$ cat config.mk
export PLATFORM = sky130hd
export DESIGN_NAME = serial_subtractor
export DESIGN_NICKNAME = d
export VERILOG_FILES = /design/src/rtl/serial_subtractor.sv
export SDC_FILE = /design/constraint.sdc
export NUM_CORES = 1
export LEC_CHECK = 0
export CAP_MARGIN = 10
export CORE_MARGIN = 1.5
export CORE_UTILIZATION = 48
export CTS_BUF_LIST = sky130_fd_sc_hd__clkbuf_8
export DETAILED_ROUTE_END_ITERATION = 10
export PLACE_DENSITY = 0.86
export SETUP_SLACK_MARGIN = 0.15
export SYNTH_ARGS = -nofsm -noshare
export SYNTH_HDL_FRONTEND = slang
export SYNTH_SLANG_ARGS = --single-unit
$ cat constraint.sdc
create_clock -name i_clk -period 1.48 [get_ports i_clk]
set_clock_uncertainty 0.15 [all_clocks]
set_input_delay 0.148 -clock i_clk [delete_from_list [all_inputs] [get_ports i_clk]]
set_output_delay 0.148 -clock i_clk [all_outputs]
set_load 0.05 [all_outputs]
$ cat src/rtl/serial_subtractor.sv
// Bit-serial subtractor: one full-subtractor cell and a borrow flop produce one
// difference bit per clock, LSB first. Operation runs through IDLE -> RUN (N cycles) -> DONE.
module serial_subtractor #(
    parameter int unsigned N = 8
) (
    input  logic         i_clk,
    input  logic         i_reset,
    input  logic         i_start,
    input  logic [N-1:0] i_a,
    input  logic [N-1:0] i_b,
    output logic         o_busy,
    output logic         o_done,
    output logic [N-1:0] o_d,
    output logic         o_borrow_out,
    output logic         o_zero
);

    localparam int unsigned CW = (N > 1) ? $clog2(N) : 1;

    typedef enum logic [1:0] {
        S_IDLE = 2'd0,
        S_RUN  = 2'd1,
        S_DONE = 2'd2
    } state_t;

    state_t          state_q, state_d;
    logic [CW-1:0]   cnt_q, cnt_d;
    logic [N-1:0]    a_sr_q, a_sr_d;
    logic [N-1:0]    b_sr_q, b_sr_d;
    logic [N-1:0]    res_q, res_d;
    logic            br_q, br_d;
    logic [N-1:0]    d_q, d_d;
    logic            borrow_q, borrow_d;
    logic            zero_q, zero_d;
    logic            done_q, done_d;
    logic            busy_q, busy_d;

    logic            a_bit;
    logic            b_bit;
    logic            diff_bit;
    logic            br_next;
    logic [N-1:0]    res_next;

    // Full-subtractor cell, next-state and output logic
    always_comb begin
        state_d  = state_q;
        cnt_d    = cnt_q;
        a_sr_d   = a_sr_q;
        b_sr_d   = b_sr_q;
        res_d    = res_q;
        br_d     = br_q;
        d_d      = d_q;
        borrow_d = borrow_q;
        zero_d   = zero_q;
        done_d   = 1'b0;
        busy_d   = busy_q;

        a_bit    = a_sr_q[0];
        b_bit    = b_sr_q[0];
        diff_bit = a_bit ^ b_bit ^ br_q;
        br_next  = (~a_bit & b_bit) | (~(a_bit ^ b_bit) & br_q);
        res_next = {diff_bit, res_q[N-1:1]};

        case (state_q)
            S_IDLE: begin
                if (i_start) begin
                    state_d = S_RUN;
                    a_sr_d  = i_a;
                    b_sr_d  = i_b;
                    br_d    = 1'b0;
                    cnt_d   = '0;
                    busy_d  = 1'b1;
                end
            end
            S_RUN: begin
                a_sr_d = a_sr_q >> 1;
                b_sr_d = b_sr_q >> 1;
                res_d  = res_next;
                br_d   = br_next;
                cnt_d  = cnt_q + CW'(1);
                // Last bit: publish the finished result in the same edge
                if (cnt_q == CW'(N - 1)) begin
                    state_d  = S_DONE;
                    d_d      = res_next;
                    borrow_d = br_next;
                    zero_d   = (res_next == '0);
                    done_d   = 1'b1;
                end
            end
            S_DONE: begin
                state_d = S_IDLE;
                busy_d  = 1'b0;
            end
            default: begin
                state_d = S_IDLE;
                busy_d  = 1'b0;
            end
        endcase
    end

    always_ff @(posedge i_clk) begin
        if (i_reset) begin
            state_q  <= S_IDLE;
            cnt_q    <= '0;
            a_sr_q   <= '0;
            b_sr_q   <= '0;
            res_q    <= '0;
            br_q     <= 1'b0;
            d_q      <= '0;
            borrow_q <= 1'b0;
            zero_q   <= 1'b1;
            done_q   <= 1'b0;
            busy_q   <= 1'b0;
        end else begin
            state_q  <= state_d;
            cnt_q    <= cnt_d;
            a_sr_q   <= a_sr_d;
            b_sr_q   <= b_sr_d;
            res_q    <= res_d;
            br_q     <= br_d;
            d_q      <= d_d;
            borrow_q <= borrow_d;
            zero_q   <= zero_d;
            done_q   <= done_d;
            busy_q   <= busy_d;
        end
    end

    assign o_busy       = busy_q;
    assign o_done       = done_q;
    assign o_d          = d_q;
    assign o_borrow_out = borrow_q;
    assign o_zero       = zero_q;

endmodule

# Word-level counts from Yosys, hierarchy flattened

Cells that the tools add are included.

Bitwise operators: 8
Eq/ne operators: 4
Add/subtract/negate cells: 1
Muxes and demuxes: 14
Reduce and logical (&&, ||, !) cells: 8

Operators by type and width:

| cell                  | count |
|---|---|
| $pmux W8 S2           | 2 |
| $mux W8               | 2 |
| $logic_not A8 Y1      | 1 |
| $reduce_and A2 Y1     | 4 |
| $pmux W3 S2           | 1 |
| $mux W2               | 2 |
| $ne A2 B2 Y1 const B  | 2 |
| $pmux W1 S2           | 2 |
| $pmux W2 S2           | 1 |
| $add A3 B1 Y3 const B | 1 |
| $eq A3 B3 Y1 const B  | 1 |
| $mux W1               | 3 |
| $mux W3               | 1 |
| $not A1 Y1            | 3 |
| $and A1 B1 Y1         | 2 |
| $eq A2 B1 Y1 const B  | 1 |
| $logic_not A2 Y1      | 1 |
| $reduce_bool A2 Y1    | 1 |
| $reduce_or A2 Y1      | 1 |
| $xor A1 B1 Y1         | 2 |
| $or A1 B1 Y1          | 1 |

Output and inout bits: 12
Word-level logic and storage cells: 46
Register bits after elaboration: 42

# Logic depth before layout (Yosys ltp)

Word-level depth: 5
Gate-level depth with buffers: 6

# Worst setup path before layout

No wires, ideal clock.

Kind: flip-flop to flip-flop
Start: register cnt_q[0]
End: register borrow_q (netlist: o_borrow_out)
Data arrival time: 1.191 ns
Buffers on the path: 1
Data required time: 1.250 ns
Setup slack: 0.060 ns
Stages on the path, launching flop included: 6
Period minus slack after synthesis: 1.420 ns
Cell sequence: dfxtp_1 ha_1 ha_1 and3b_1 buf_4 a211oi_2

Longest elaborated chain between the ends: 2

RTL lines:

| what                               | line | text |
|---|---|---|
| start, declared                    | 27   | `logic [CW-1:0] cnt_q, cnt_d;` |
| start signal, assigned             | 116  | `cnt_q <= cnt_d;` |
| $eq A3 B3 Y1                       | 82   | `if (cnt_q == CW'(N - 1)) begin` |
| $reduce_and A2 Y1 (no source line) | n/a  |  |
| end signal, assigned               | 122  | `borrow_q <= borrow_d;` |
| end, declared                      | 33   | `logic borrow_q, borrow_d;` |

Every way passes these cells.
A chain may end at the register's enable or synchronous reset.

# Worst setup path after layout

Start: register a_sr_q[0]
End: register zero_q (netlist: o_zero)

Longest elaborated chain between the ends: 3

RTL lines:

| what                        | line | text |
|---|---|---|
| start, declared             | 28   | `logic [N-1:0] a_sr_q, a_sr_d;` |
| start signal, assigned      | 117  | `a_sr_q <= a_sr_d;` |
| $xor A1 B1 Y1 (2 in series) | 60   | `diff_bit = a_bit ^ b_bit ^ br_q;` |
| via diff_bit                | 40   | `logic diff_bit;` |
| $logic_not A8 Y1            | 86   | `zero_d = (res_next == '0);` |
| end signal, assigned        | 123  | `zero_q <= zero_d;` |
| end, declared               | 34   | `logic zero_q, zero_d;` |

The timed path passes the listed nets, and every way through them passes these cells.

==> impl_results.md <==
- F_max: 675 MHz
- Synth cell types: 31
- Status: complete, but fails checks
- Hold crit path type: input port to flip-flop
- Tcrit/Tclk final: 100%
- FF+latch count, synth: 41
- Min Tclk post-route: 1.48 ns
- CTS tree: done
- CTS Buf Count: 5
- Gp weighted congestion: 0.755
- Synth top area cells: dfxtp_1 47%, mux2i_1 8.7%, nand2_1 6.7%, a211oi_2 6.5%, a21oi_1 5.5%
- Slew at the pin closest to its max-slew limit: 0.375 ns
- H-tree depth: 2
- Register area share after synthesis: 47.4%
- Die width: 63.0 um
- Critical path startpoint category: flip-flop
- Wire per inst: 15.4 um
- Prevailing post-synth register cell: dfxtp_1
- Fin util: 76.6%
- Core Footprint: 0.00339 mm2
- Yosys top cell by area: dfxtp_1
- Drt first pass iters: 5
- Total Die Area: 0.00397 mm2
- GRT overflow: 0
- Worst slack at placement: -0.0352 ns
- Ys async rst share: 0%
- Fill count: 195
- Worst reg2reg path depth: 4
- Vias per cell: 5.40
- Setup CP Type: flip-flop to flip-flop
- Pwr dens: 1010 mW/mm2
- Total wire length: 4150 um
- Layout area overhead: 50.0%
- Clk root buf: clkbuf_8
- Port Buffers: 30
- Iter 0 DRT Violations: 70
- Largest net degree at the start of global routing: 28
- Post-synth top cells: 41 x dfxtp_1, 31 x nand2_1, 23 x nor2_1
- Post-synthesis cell area: 0.00173 mm2
- Critical path peak fanout: 3
- DRC errors left: 0
- Diodes inserted: 0
- Longest Clk Path Bufs: 2
- Leak: 0.978 nW
- Final ANT Viol Nets: 0
- R2R Path End: o_zero
- CP required: 1.50 ns
- Layout net count: 245
- Worst skew pair latency: 0.29 ns
- R2R Setup Slk: -0.0008 ns
- Share of the synthesized area in the top cell type: 47.4%
- Failing checks: negative setup slack
- Synth Warn #: 0
- Hold_buf cts: 0
- Initial antenna violation count: 0
- DR vias: 1459
- Most frequent cell after synthesis: dfxtp_1
- Die Ht: 63.0 um
- FF+latch area: 837 um2
- RR Startpoint: a_sr_q[0]
- Rows: 21
- Worst hold path startpoint: i_a[7]
- RSZ-0062 raised after global routing: true
- Hold Path End: a_sr_q[7]
- Critical path startpoint: a_sr_q[0]
- # IOs: 31
- Post-synth EDFFs: 0
- Multi-input gate area: 951 um2
- Clock slew at reported path FFs: 0.08 ns
- Syn Nets: 206
- Initial core utilization: 51.1%
- GRT Total Usage: 20.0%
- Setup TNS: -0.000776 ns
- Worst setup margin: -0.000776 ns
- Peak supply drop: 0.709 mV
- CTS sink cnt: 41
- Worst EP arrival: 1.50 ns
- Avg Cell Area, Syn: 9.40 um2
- Detailed Place HPWL: 2310 um
- Vias in the first global route: 1389
- Final setup viols: 1
- Slew Viols, Final: 0
- Worst Hold Path Cells: 3
- Synth Instances: 184
- Max-cap violations: 0
- Crit. End Element: flip-flop
- Layout cells sized above 1: 39.7%
- Global-route wire length before repair: 6320 um
- Fin. Hold Viols: 0
- Worst slew margin: 74.9%
## critical path, stage by stage (launching register included)
cell and delay [ns]:
dfxtp_2 0.34, fa_2 0.63, nor4_4 0.05, nand3_1 0.11, nand2_1 0.08
## placed cells by master, fill, tap and decap left out, drive strengths merged, types with 2 or more instances in the layout
master and count:
o21ai 2, a21oi 19, mux2i 15, nand4bb 2, nor2 23, nor3 2, ha 2, a22oi 2
nand2 31, clkbuf 6, inv 3, a211oi 15, clkdlybuf4s50 18, bufinv 2, nor4 2, buf 28
dfxtp 41
## timing repair
item	CTS	global route
setup buffers	1	3
cloned	1	1
endpoints found under the hold margin	0	0
resized for setup	31	24
setup endpoints to repair	28	35
pin swaps	4	8
## per-layer routing
| layer | global-route usage, % | share of wire, % |
|---|---|---|
| met3 | 3.78 | 4.2 |
| met2 | 32.6 | 50 |
| met1 | 25.7 | 44 |
| met5 | 0 | 0 |
| met4 | 8.61 | 1.6 |
## worst max path at each step
stage | depth (start not counted) | slack, ns | to
floorplan | 5 | 0.13 | o_zero
global placement | 5 | 0.03 | b_sr_q[0]
detailed placement | 5 | -0.04 | cnt_q[2]
CTS | 5 | 0.06 | o_borrow_out
global route | 5 | -0.07 | o_zero
finish | 4 | -0.0008 | o_zero
## where the power goes
part	total (W)	internal (W)	leakage, nW	switching [W]
Clock	0.00105	0.000670	0.0681	0.000383
Sequential	0.00119	0.00115	0.339	0.0000396
Combinational	0.000386	0.000203	0.571	0.000184
## state kept, by name, indices dropped and copies added, names as in the netlist
signal	cells
o_zero	1
state_q	2
o_busy	1
br_q	1
cnt_q	3
o_d	8
o_done	1
a_sr_q	8
b_sr_q	8
res_q	7
o_borrow_out	1
## per-stage QoR
| stage | instance area [um2] | cells | hold slack, ns | total power [W] |
|---|---|---|---|---|
| after CTS | 2490 | 266 | 0.308 | 0.00260 |
| after global placement | 2220 | 256 | 0.310 | 0.00151 |
| after detailed placement | 2220 | 256 | 0.321 | 0.00152 |
| after global routing | 2600 | 270 | 0.325 | 0.00272 |
| final | 2600 | 270 | 0.324 | 0.00263 |
| after floorplan | 1750 | 184 | 0.172 | 0.00142 |
## layout make-up
cell class | instances | share of cell area [%]
multi-input cells | 125 | 36.6
clock buffers | 5 | 2.65
inverters | 3 | 0.434
clock inverters | 3 | 2.51
flip-flops and latches | 41 | 32.2
well taps | 46 | 2.22
repair buffers | 47 | 23.3
## cells by family (layout without fill, tap and decap cells)
kind of cell	Yosys count	after routing	synth area share [%]
AOI/OAI and AO/OA	41	41	17.6
adders and majority gates	3	3	2.60
buffers and inverters	18	58	7.01
DFF	41	41	47.4
muxes	15	15	8.68
and+or+nand+nor	66	66	16.7
No activity file was read; power rests on OpenSTA's default activity.
